`config.mk`:
```
export PLATFORM = sky130hd
export DESIGN_NAME = spiflash_target_flat
export DESIGN_NICKNAME = d
export VERILOG_FILES = /design/src/rtl/spiflash_target_if.sv /design/src/rtl/spiflash_target.sv /design/src/flat_wrapper.sv
export SDC_FILE = /design/constraint.sdc
export NUM_CORES = 1
export LEC_CHECK = 0
export CAP_MARGIN = 20
export CORE_MARGIN = 8
export CORE_UTILIZATION = 40
export CTS_CLUSTER_SIZE = 30
export DETAILED_ROUTE_END_ITERATION = 10
export SLEW_MARGIN = 20
export SYNTH_ARGS = -nofsm -noshare
export SYNTH_HDL_FRONTEND = slang
export SYNTH_SLANG_ARGS = --single-unit
```
`constraint.sdc`:
```
create_clock -name clk -period 9.7 [get_ports clk]
set_input_delay 1.455 -clock clk [delete_from_list [all_inputs] [get_ports clk]]
set_output_delay 1.455 -clock clk [all_outputs]
set_load 0.03 [all_outputs]
```
`src/rtl/spiflash_target_if.sv`:
```
`default_nettype none
// ============================================================================
// Module   : spiflash_target_if
// Purpose  : Bundles the SPI flash pins and the byte-memory read port of
//            spiflash_target.
//   slave  modport : the flash emulator (drives io/oe, memory requests, status)
//   master modport : the host/system side (drives csb/sck/io in, memory reply)
// Ports    : spi_csb, spi_clk, spi_io_di[3:0], spi_io_do[3:0], spi_io_oe[3:0],
//            mem_valid, mem_ready, mem_addr[23:0], mem_rdata[7:0],
//            cont_mode, underrun, last_cmd[7:0]
// Revision : 1.0 - initial release
// ============================================================================
interface spiflash_target_if;
  logic        spi_csb;
  logic        spi_clk;
  logic [3:0]  spi_io_di;
  logic [3:0]  spi_io_do;
  logic [3:0]  spi_io_oe;
  logic        mem_valid;
  logic        mem_ready;
  logic [23:0] mem_addr;
  logic [7:0]  mem_rdata;
  logic        cont_mode;
  logic        underrun;
  logic [7:0]  last_cmd;

  modport slave (
    input  spi_csb, spi_clk, spi_io_di, mem_ready, mem_rdata,
    output spi_io_do, spi_io_oe, mem_valid, mem_addr, cont_mode, underrun, last_cmd
  );

  modport master (
    output spi_csb, spi_clk, spi_io_di, mem_ready, mem_rdata,
    input  spi_io_do, spi_io_oe, mem_valid, mem_addr, cont_mode, underrun, last_cmd
  );
endinterface
`default_nettype wire

```
`src/rtl/spiflash_target.sv`:
```
`default_nettype none
// ============================================================================
// Module   : spiflash_target
// Purpose  : SPI NOR flash target emulator. Oversamples the SPI pins in the
//            clk domain and serves 0x03 (single read) and 0xEB (quad I/O read,
//            with continuous mode) from a byte-wide memory read port.
// Ports    : clk   - system clock, rising edge
//            reset - asynchronous, active-high
//            bus   - spiflash_target_if.slave (SPI pins, memory port, status)
// Revision : 1.0 - initial release
// ============================================================================
module spiflash_target #(
  parameter int DUMMY_CYCLES = 8
) (
  input  logic                clk,
  input  logic                reset,
  spiflash_target_if.slave    bus
);

  localparam logic [4:0] C_DUMMY_LAST = 5'(DUMMY_CYCLES - 1);

  typedef enum logic [2:0] {
    S_IDLE, S_CMD, S_ADDR, S_MODE, S_DUMMY, S_DATA, S_IGNORE
  } state_t;

  // Pin synchronisers; stage 3 only exists for edge detection.
  logic       csb_s1_q, csb_s2_q, csb_s3_q;
  logic       sck_s1_q, sck_s2_q, sck_s3_q;
  logic [3:0] io_s1_q, io_s2_q;

  state_t      state_q,     state_d;
  logic        quad_q,      quad_d;
  logic        from_cont_q, from_cont_d;   // frame began without a command byte
  logic [4:0]  bit_cnt_q,   bit_cnt_d;
  logic [22:0] shift_in_q,  shift_in_d;
  logic [7:0]  out_q,       out_d;
  logic [2:0]  out_cnt_q,   out_cnt_d;     // units left in out_q; 0 = need a byte
  logic [7:0]  buf_q,       buf_d;
  logic        buf_valid_q, buf_valid_d;
  logic        live_q,      live_d;        // outstanding request belongs to this frame
  logic [3:0]  do_q,        do_d;
  logic [3:0]  oe_q,        oe_d;
  logic        mem_valid_q, mem_valid_d;
  logic [23:0] mem_addr_q,  mem_addr_d;
  logic        cont_mode_q, cont_mode_d;
  logic        underrun_q,  underrun_d;
  logic [7:0]  last_cmd_q,  last_cmd_d;

  logic        sck_rise, sck_fall, csb_fall;
  logic [23:0] shift1, shift4;
  logic [7:0]  byte_v;

  always_comb begin
    sck_rise = sck_s2_q & ~sck_s3_q;
    sck_fall = ~sck_s2_q & sck_s3_q;
    csb_fall = ~csb_s2_q & csb_s3_q;
    shift1   = {shift_in_q, io_s2_q[0]};
    shift4   = {shift_in_q[19:0], io_s2_q};
    byte_v   = out_q;

    state_d     = state_q;
    quad_d      = quad_q;
    from_cont_d = from_cont_q;
    bit_cnt_d   = bit_cnt_q;
    shift_in_d  = shift_in_q;
    out_d       = out_q;
    out_cnt_d   = out_cnt_q;
    buf_d       = buf_q;
    buf_valid_d = buf_valid_q;
    live_d      = live_q;
    do_d        = do_q;
    oe_d        = oe_q;
    mem_valid_d = mem_valid_q;
    mem_addr_d  = mem_addr_q;
    cont_mode_d = cont_mode_q;
    underrun_d  = underrun_q;
    last_cmd_d  = last_cmd_q;

    // A request always completes; its data is kept only if the frame is still live.
    if (mem_valid_q && bus.mem_ready) begin
      mem_valid_d = 1'b0;
      if (live_q) begin
        buf_d       = bus.mem_rdata;
        buf_valid_d = 1'b1;
      end
    end

    if (csb_s2_q) begin
      // A continuous-mode frame aborted before the dummy phase ends is the
      // host's way of leaving continuous mode.
      if (from_cont_q && (state_q == S_ADDR || state_q == S_MODE || state_q == S_DUMMY))
        cont_mode_d = 1'b0;
      state_d     = S_IDLE;
      oe_d        = 4'b0000;
      do_d        = 4'b0000;
      bit_cnt_d   = 5'd0;
      live_d      = 1'b0;
      buf_valid_d = 1'b0;
      out_cnt_d   = 3'd0;
      from_cont_d = 1'b0;
    end else begin
      case (state_q)
        S_IDLE: begin
          if (csb_fall) begin
            bit_cnt_d = 5'd0;
            if (cont_mode_q) begin
              state_d     = S_ADDR;
              quad_d      = 1'b1;
              from_cont_d = 1'b1;
            end else begin
              state_d     = S_CMD;
              from_cont_d = 1'b0;
            end
          end
        end
        S_CMD: begin
          if (sck_rise) begin
            shift_in_d = shift1[22:0];
            bit_cnt_d  = bit_cnt_q + 5'd1;
            if (bit_cnt_q == 5'd7) begin
              bit_cnt_d  = 5'd0;
              last_cmd_d = shift1[7:0];
              case (shift1[7:0])
                8'h03: begin state_d = S_ADDR; quad_d = 1'b0; end
                8'hEB: begin state_d = S_ADDR; quad_d = 1'b1; end
                8'hFF: begin state_d = S_IGNORE; cont_mode_d = 1'b0; end
                default: state_d = S_IGNORE;
              endcase
            end
          end
        end
        S_ADDR: begin
          if (sck_rise) begin
            shift_in_d = quad_q ? shift4[22:0] : shift1[22:0];
            bit_cnt_d  = bit_cnt_q + 5'd1;
            if ((quad_q && bit_cnt_q == 5'd5) || (!quad_q && bit_cnt_q == 5'd23)) begin
              bit_cnt_d   = 5'd0;
              mem_addr_d  = quad_q ? shift4 : shift1;
              mem_valid_d = 1'b1;
              live_d      = 1'b1;
              buf_valid_d = 1'b0;
              out_cnt_d   = 3'd0;
              state_d     = quad_q ? S_MODE : S_DATA;
            end
          end
        end
        S_MODE: begin
          if (sck_rise) begin
            shift_in_d = shift4[22:0];
            bit_cnt_d  = bit_cnt_q + 5'd1;
            if (bit_cnt_q == 5'd1) begin
              bit_cnt_d   = 5'd0;
              cont_mode_d = (shift4[7:0] == 8'hA5);
              state_d     = S_DUMMY;
            end
          end
        end
        S_DUMMY: begin
          if (sck_rise) begin
            bit_cnt_d = bit_cnt_q + 5'd1;
            if (bit_cnt_q == C_DUMMY_LAST) begin
              bit_cnt_d = 5'd0;
              state_d   = S_DATA;
            end
          end
        end
        S_DATA: begin
          if (sck_fall) begin
            if (out_cnt_q == 3'd0) begin
              if (buf_valid_q) begin
                // Consume the buffered byte and prefetch the next one.
                byte_v      = buf_q;
                buf_valid_d = 1'b0;
                mem_addr_d  = mem_addr_q + 24'd1;
                mem_valid_d = 1'b1;
              end else begin
                byte_v     = 8'hFF;
                underrun_d = 1'b1;
              end
            end
            if (quad_q) begin
              do_d      = byte_v[7:4];
              out_d     = {byte_v[3:0], 4'h0};
              oe_d      = 4'b1111;
              out_cnt_d = (out_cnt_q == 3'd0) ? 3'd1 : out_cnt_q - 3'd1;
            end else begin
              do_d      = {2'b00, byte_v[7], 1'b0};
              out_d     = {byte_v[6:0], 1'b0};
              oe_d      = 4'b0010;
              out_cnt_d = (out_cnt_q == 3'd0) ? 3'd7 : out_cnt_q - 3'd1;
            end
          end
        end
        S_IGNORE: oe_d = 4'b0000;
        default:  state_d = S_IDLE;
      endcase
    end
  end

  always_ff @(posedge clk or posedge reset) begin
    if (reset) begin
      csb_s1_q <= 1'b1; csb_s2_q <= 1'b1; csb_s3_q <= 1'b1;
      sck_s1_q <= 1'b0; sck_s2_q <= 1'b0; sck_s3_q <= 1'b0;
      io_s1_q  <= 4'h0; io_s2_q  <= 4'h0;
      state_q     <= S_IDLE;
      quad_q      <= 1'b0;
      from_cont_q <= 1'b0;
      bit_cnt_q   <= 5'd0;
      shift_in_q  <= 23'd0;
      out_q       <= 8'h00;
      out_cnt_q   <= 3'd0;
      buf_q       <= 8'h00;
      buf_valid_q <= 1'b0;
      live_q      <= 1'b0;
      do_q        <= 4'h0;
      oe_q        <= 4'h0;
      mem_valid_q <= 1'b0;
      mem_addr_q  <= 24'd0;
      cont_mode_q <= 1'b0;
      underrun_q  <= 1'b0;
      last_cmd_q  <= 8'h00;
    end else begin
      csb_s1_q <= bus.spi_csb;   csb_s2_q <= csb_s1_q; csb_s3_q <= csb_s2_q;
      sck_s1_q <= bus.spi_clk;   sck_s2_q <= sck_s1_q; sck_s3_q <= sck_s2_q;
      io_s1_q  <= bus.spi_io_di; io_s2_q  <= io_s1_q;
      state_q     <= state_d;
      quad_q      <= quad_d;
      from_cont_q <= from_cont_d;
      bit_cnt_q   <= bit_cnt_d;
      shift_in_q  <= shift_in_d;
      out_q       <= out_d;
      out_cnt_q   <= out_cnt_d;
      buf_q       <= buf_d;
      buf_valid_q <= buf_valid_d;
      live_q      <= live_d;
      do_q        <= do_d;
      oe_q        <= oe_d;
      mem_valid_q <= mem_valid_d;
      mem_addr_q  <= mem_addr_d;
      cont_mode_q <= cont_mode_d;
      underrun_q  <= underrun_d;
      last_cmd_q  <= last_cmd_d;
    end
  end

  assign bus.spi_io_do = do_q;
  assign bus.spi_io_oe = oe_q;
  assign bus.mem_valid = mem_valid_q;
  assign bus.mem_addr  = mem_addr_q;
  assign bus.cont_mode = cont_mode_q;
  assign bus.underrun  = underrun_q;
  assign bus.last_cmd  = last_cmd_q;

endmodule
`default_nettype wire

```
`src/flat_wrapper.sv`:
```
// flat-port wrapper written by rule: the top's interface ports become plain ports
module spiflash_target_flat 
#(
  parameter int DUMMY_CYCLES = 8
)
  (clk, reset, bus_spi_csb, bus_spi_clk, bus_spi_io_di, bus_mem_ready, bus_mem_rdata, bus_spi_io_do, bus_spi_io_oe, bus_mem_valid, bus_mem_addr, bus_cont_mode, bus_underrun, bus_last_cmd);
  spiflash_target_if bus_i ();
  input  logic clk;
  input  logic reset;
  input wire logic [$bits(bus_i.spi_csb)-1:0] bus_spi_csb;
  input wire logic [$bits(bus_i.spi_clk)-1:0] bus_spi_clk;
  input wire logic [$bits(bus_i.spi_io_di)-1:0] bus_spi_io_di;
  input wire logic [$bits(bus_i.mem_ready)-1:0] bus_mem_ready;
  input wire logic [$bits(bus_i.mem_rdata)-1:0] bus_mem_rdata;
  output wire logic [$bits(bus_i.spi_io_do)-1:0] bus_spi_io_do;
  output wire logic [$bits(bus_i.spi_io_oe)-1:0] bus_spi_io_oe;
  output wire logic [$bits(bus_i.mem_valid)-1:0] bus_mem_valid;
  output wire logic [$bits(bus_i.mem_addr)-1:0] bus_mem_addr;
  output wire logic [$bits(bus_i.cont_mode)-1:0] bus_cont_mode;
  output wire logic [$bits(bus_i.underrun)-1:0] bus_underrun;
  output wire logic [$bits(bus_i.last_cmd)-1:0] bus_last_cmd;
  assign bus_i.spi_csb = bus_spi_csb;
  assign bus_i.spi_clk = bus_spi_clk;
  assign bus_i.spi_io_di = bus_spi_io_di;
  assign bus_i.mem_ready = bus_mem_ready;
  assign bus_i.mem_rdata = bus_mem_rdata;
  assign bus_spi_io_do = bus_i.spi_io_do;
  assign bus_spi_io_oe = bus_i.spi_io_oe;
  assign bus_mem_valid = bus_i.mem_valid;
  assign bus_mem_addr = bus_i.mem_addr;
  assign bus_cont_mode = bus_i.cont_mode;
  assign bus_underrun = bus_i.underrun;
  assign bus_last_cmd = bus_i.last_cmd;
  spiflash_target #(.DUMMY_CYCLES(DUMMY_CYCLES)) u_core (.clk(clk), .reset(reset), .bus(bus_i));
endmodule
```
* After elaboration in Yosys (flattened, before gate mapping)
Index checks and enable logic that the tools add are counted.
** Operators by class
- Add/subtract/negate cells :: 3
- $mul :: 0
- Divide/modulo/power cells :: 0
- $lt $le $gt $ge :: 0
- Eq/ne operators :: 39
- Shift operators :: 0
- Multiplexer cells :: 93
- Bitwise logic cells :: 7
- Reductions and logical operators :: 42
** Operators with widths (number)
- 24-bit 2-to-1 mux :: 6
- 23-bit 2-to-1 mux :: 4
- 23-bit case mux with 3 select lines :: 1
- 3-bit 2-to-1 mux :: 19
- 24-bit case mux with 2 select lines :: 1
- 5-bit 2-to-1 mux :: 8
- 1-bit 2-to-1 mux :: 34
- 4-bit 2-to-1 mux :: 7
- 3-bit by 1-bit inequality test with 1-bit output (second input constant) :: 9
- 24-bit by 1-bit adder with 24-bit output (second input constant) :: 1
- 8-bit == test (second input constant) :: 3
- 8-bit 2-to-1 mux :: 3
- 7-bit AND reduction :: 3
- 2-bit by 1-bit inequality test with 1-bit output (second input constant) :: 10
- 5-bit case mux with 4 select lines :: 1
- 3-bit case mux with 6 select lines :: 1
- 2-bit nonzero test :: 9
- 5-bit AND reduction :: 3
- 3-bit by 2-bit inequality test with 1-bit output (second input constant) :: 4
- 3-bit nonzero test :: 4
- 5-bit by 3-bit == test with 1-bit output (second input constant) :: 2
- 1-bit case mux with 2 select lines :: 5
- 10-bit AND reduction :: 1
- 3-bit == test (second input constant) :: 3
- other kinds (22) :: 42
** Word-level totals
- Bits in registers :: 111
- Latch bits :: 0
- RAM bits :: 0
- ROM bits :: 0
- Bits of input ports :: 17
- Output and inout bits :: 43
- Word-level logic and storage cells :: 209
- Memories :: 0

* Longest topological paths before layout
- Depth after elaboration :: 7
- Gate-level depth with buffers :: 9
- Depth with buffers taken out :: 7

* Least setup slack after synthesis
No wires, ideal clock.
- Kind :: reg-to-output
- Start point :: register u_core.oe_q[2], in the netlist u_core.bus.spi_io_oe[2]
- End point :: output bus_spi_io_oe[2]
- Data arrival time :: 738 ps
- Required time :: 8245 ps
- Path slack :: 7507 ps
- Stages on the path, launching flop included :: 2
- Buffers on the path :: 1
- Cell sequence :: dfrtp_1 -> buf_4
** RTL lines
- from (decl) :: RTL line spiflash_target.sv:42 : logic [3:0] oe_q, oe_d;
- from (signal assigned) :: RTL line spiflash_target.sv:216 : oe_q <= 4'h0;
- from (signal assigned) :: RTL line spiflash_target.sv:237 : oe_q <= oe_d;
- to (decl) :: RTL line flat_wrapper.sv:16 : output wire logic [$bits(bus_i.spi_io_oe)-1:0] bus_spi_io_oe;
No word-level cell between the ends.

* Final worst setup path
- Start point :: register u_core.state_q[0]
- End point :: register u_core.mem_addr_q[0], in the netlist u_core.bus.mem_addr[0]
** Between the ends
- Cells in the longest elaborated chain, start to end :: 3
- Elaborated cells on any way between the ends :: 10
- Those cells by class :: 7 x eq/ne; 1 x mux; 2 x reduce/logical
** RTL lines
- from (decl) :: RTL line spiflash_target.sv:31 : state_t state_q, state_d;
- from (signal assigned) :: RTL line spiflash_target.sv:226 : state_q <= state_d;
- 3-bit by 2-bit == test with 1-bit output or 3-bit == test (tied branches) :: RTL line spiflash_target.sv:102 : case (state_q)
- 2-bit inequality test (no line) (tied with other cells)
- 7-bit AND reduction (no line)
- to (signal assigned) :: RTL line spiflash_target.sv:239 : mem_addr_q <= mem_addr_d;
- to (decl) :: RTL line spiflash_target.sv:44 : logic [23:0] mem_addr_q, mem_addr_d;
Parallel ways exist; a longest one is shown, timed or not.
A chain may end at the register's enable or synchronous reset.

==> results.toml <==
[run_status]
status = "finished, final reports clean"

[yosys]
synth_edf_count = 0
yosysWarnings = 0
synth_commonest_cells = "105 x dfrtp_1, 52 x nand2_1, 43 x o21ai_0"
synth_top_area_share_pct = 44.50
yosysMostFrequentCell = "dfrtp_1"
syn_area_um2 = 5904
netlist.top_cell.by_area = "dfrtp_1"
async_flop_share_pct = 100.0
ys_seq_area_share_pct = 45.84
synth_area_leaders = "dfrtp_1 45%, mux2i_1 5.8%, mux2_2 5.3%"
avgSynthCellArea_um2 = 9.923
netlist_instances = 595
synth-seq-cells = 108
synth_ff_type = "dfrtp_1"
synth_nets = 617
yosysUniqueCellTypes = 75

[grt]
grt_pass1_vias = 4738
antenna_found_initial = 0
grt-ovfl-total = 0
grt_pass1_wl_um = 24580
grt_util_all_layers_pct = 16.17
grt_start_max_net_pins = 76

[placed_design]
io_buffer_count = 59
place_inst = 797
dp_hpwl_um = 9854
gp_congestion = 0.8856

[setup_path]
worstPathArrival_ns = 3.36
reg2reg_slack_ns = 6.58
cp-end-kind = "flop"
path_max_fanout = 49
cp-start-kind = "flop"
required_ns = 9.94
rr_startpoint = "u_core.state_q[0]"
reg2reg_depth = 5
critPathKind = "reg -> reg"
r2r-end = "u_core.bus.mem_addr[0]"

[die]
die-height_um = 137.5
ios = 60
initial_core_util_pct = 40.78
die_x_um = 137.5
dieArea_um2 = 18900
core_area_um2 = 14480
std_cell_rows = 44

[pwr]
power_frac_seq_pct = 43.4
irDropWorstVdd_mv = 0.1128
clockPowerShare_pct = 29.1
power_density_nw_per_um2 = 188.8
combPwrFrac_pct = 27.6
p_sw_uw = 461.4
p_int_uw = 834.5
leakage_uw = 0.002856
sw_frac_of_total_pct = 35.60

[sta]
post-route-min-period_ns = 3.117
drv_slew = 0
hold_violations = 0
max_slew.worst_pin.slew_ns = 0.9722
setup_violations = 0
timing.slew.headroom_pct = 35.19
timing.fmax_mhz = 320.9
rsz0062_at_grt = "false"
fin_tns_setup_ns = 0
skew_ns = 0.009942
hold_ws_ns = 0.3487
finalCritPeriodShare_pct = 32.13

[job]
drv_cap = 0

[clock_network]
h-tree-depth = 3
cts_tree = "yes"
cts_setup_buffers = 0
cts.repair.resized = 0
clk_pin_slew_ns = 0.07
clk_latency_ns = 0.35
clock_path_buffers = 2
hold_buffers = 0
cts_inserted_buffers = 9
root_buffer = "clkbuf_16"
clock-sinks = 108

[route]
drtIter0Drc = 342
detail-route-antenna-nets = 0
via_per_inst = 5.897
vias = 4794
drt-total-wl_um = 14670
drc = 0
avgRoutedWirePerCell_um = 18.04
firstDrtPassIters = 5

[min_path]
hold_start = "u_core.io_s1_q[2]"
worstHoldPathType = "reg -> reg"
hold_path_end = "u_core.io_s2_q[2]"
holdPathStages = 0

[final_layout]
nNetsFinal = 646
final_cells = 813
area_growth_pct = 16.27
fin_util_pct = 47.42
diodes = 0
layout-drive-gt1-share_pct = 11.45
==> how the worst max path moves through the flow <==
stage	slack, ns	endpoint	start
after floorplan	5.40	u_core.bit_cnt_q[0]	reset
after global placement	6.48	u_core.bit_cnt_q[2]	reset
after detailed placement	6.44	u_core.io_s2_q[2]	reset
after CTS	6.60	bus_mem_addr[3]	u_core.bus.mem_addr[3]
after global routing	6.40	u_core.bus.mem_addr[0]	u_core.state_q[0]
final	6.58	u_core.bus.mem_addr[0]	u_core.state_q[0]
==> power groups by stage <==
stage | Sequential (uW) | Combinational [uW] | Clock [uW]
2_1_floorplan | 527 | 312 | 0
3_3_place_gp | 566 | 349 | 0
3_5_place_dp | 569 | 357 | 0
4_1_cts | 561 | 358 | 387
5_1_grt | 571 | 392 | 404
6_report | 562 | 357 | 377
==> cell type report <==
type / instances / area [um2]
Fill cell: 1356 / 7614
Multi-Input combinational cell: 426 / 2934
Sequential cell: 108 / 2706
Timing Repair Buffer: 66 / 643.1
Tap cell: 184 / 230.2
Clock buffer: 10 / 229.0
Clock inverter: 6 / 71.32
Inverter: 13 / 51.30
==> registers in the layout, indices dropped and copies added, names as in the netlist, 2 cells and up <==
signal                flops
u_core.bus.spi_io_do      4
u_core.buf_q              8
u_core.out_q              7
u_core.bit_cnt_q          5
u_core.bus.mem_addr      24
u_core.bus.last_cmd       8
u_core.io_s2_q            4
u_core.shift_in_q        23
u_core.out_cnt_q          3
u_core.bus.spi_io_oe      2
u_core.state_q            3
u_core.io_s1_q            4
==> per-layer routing <==
layer,wire (um),track usage (%),vias to the layer above
met2,7228,26.60,114
met4,263,5.492,0
li1,-,-,2269
met3,586,3.465,20
met1,6587,20.64,2391
met5,0,0,-
==> cells by family after synthesis <==
kind of cell,Yosys count,share of synthesized area (%)
DFF,108,45.84
buffers and inverters,61,4.619
and+or+nand+nor,182,16.36
adders and majority gates,5,1.060
AOI/OAI and AO/OA,176,20.64
muxes,63,11.49
==> critical path, cell delays in order, from the launching register on <==
cell	delay, ns
dfrtp_1	0.77
nand3b_4	0.54
nor4_4	0.50
a31oi_4	0.20
or2_1	0.60
a211o_1	0.37
==> stage by stage <==
step / cell area (um2) / power [uW] / worst slack, ns
6_report: 6865 / 1296 / 6.583
5_1_grt: 6865 / 1368 / 6.405
4_1_cts: 6865 / 1306 / 6.597
3_5_place_dp: 6565 / 926.1 / 6.439
3_3_place_gp: 6565 / 915.0 / 6.476
2_1_floorplan: 5904 / 839.1 / 5.404
==> placed cells by master (no fill, tap or decap), drive strengths merged, types with 3 or more instances in the layout <==
master	netlist	layout
clkbuf	29	10
nand3	12	12
a2111oi	4	4
or2	3	3
o41ai	5	5
nand2	52	52
nand4	5	5
mux2	28	28
clkdlybuf4s50	0	59
ha	5	5
nor4	8	8
nand3b	3	3
o22a	12	12
and2	12	12
a2bb2oi	8	8
clkinv	1	3
and3	5	5
nor2b	3	3
inv	12	14
buf	19	7
dfrtp	105	105
o22ai	5	5
a31oi	18	18
nor2	28	28
a21oi	20	20
nand2b	8	8
nor3	31	31
o21ai	50	50
o21a	7	7
o31ai	8	8
a41oi	4	4
mux2i	34	34
dfstp	3	3
a211oi	14	14
Note: power is estimated with default switching activity, not from simulation.
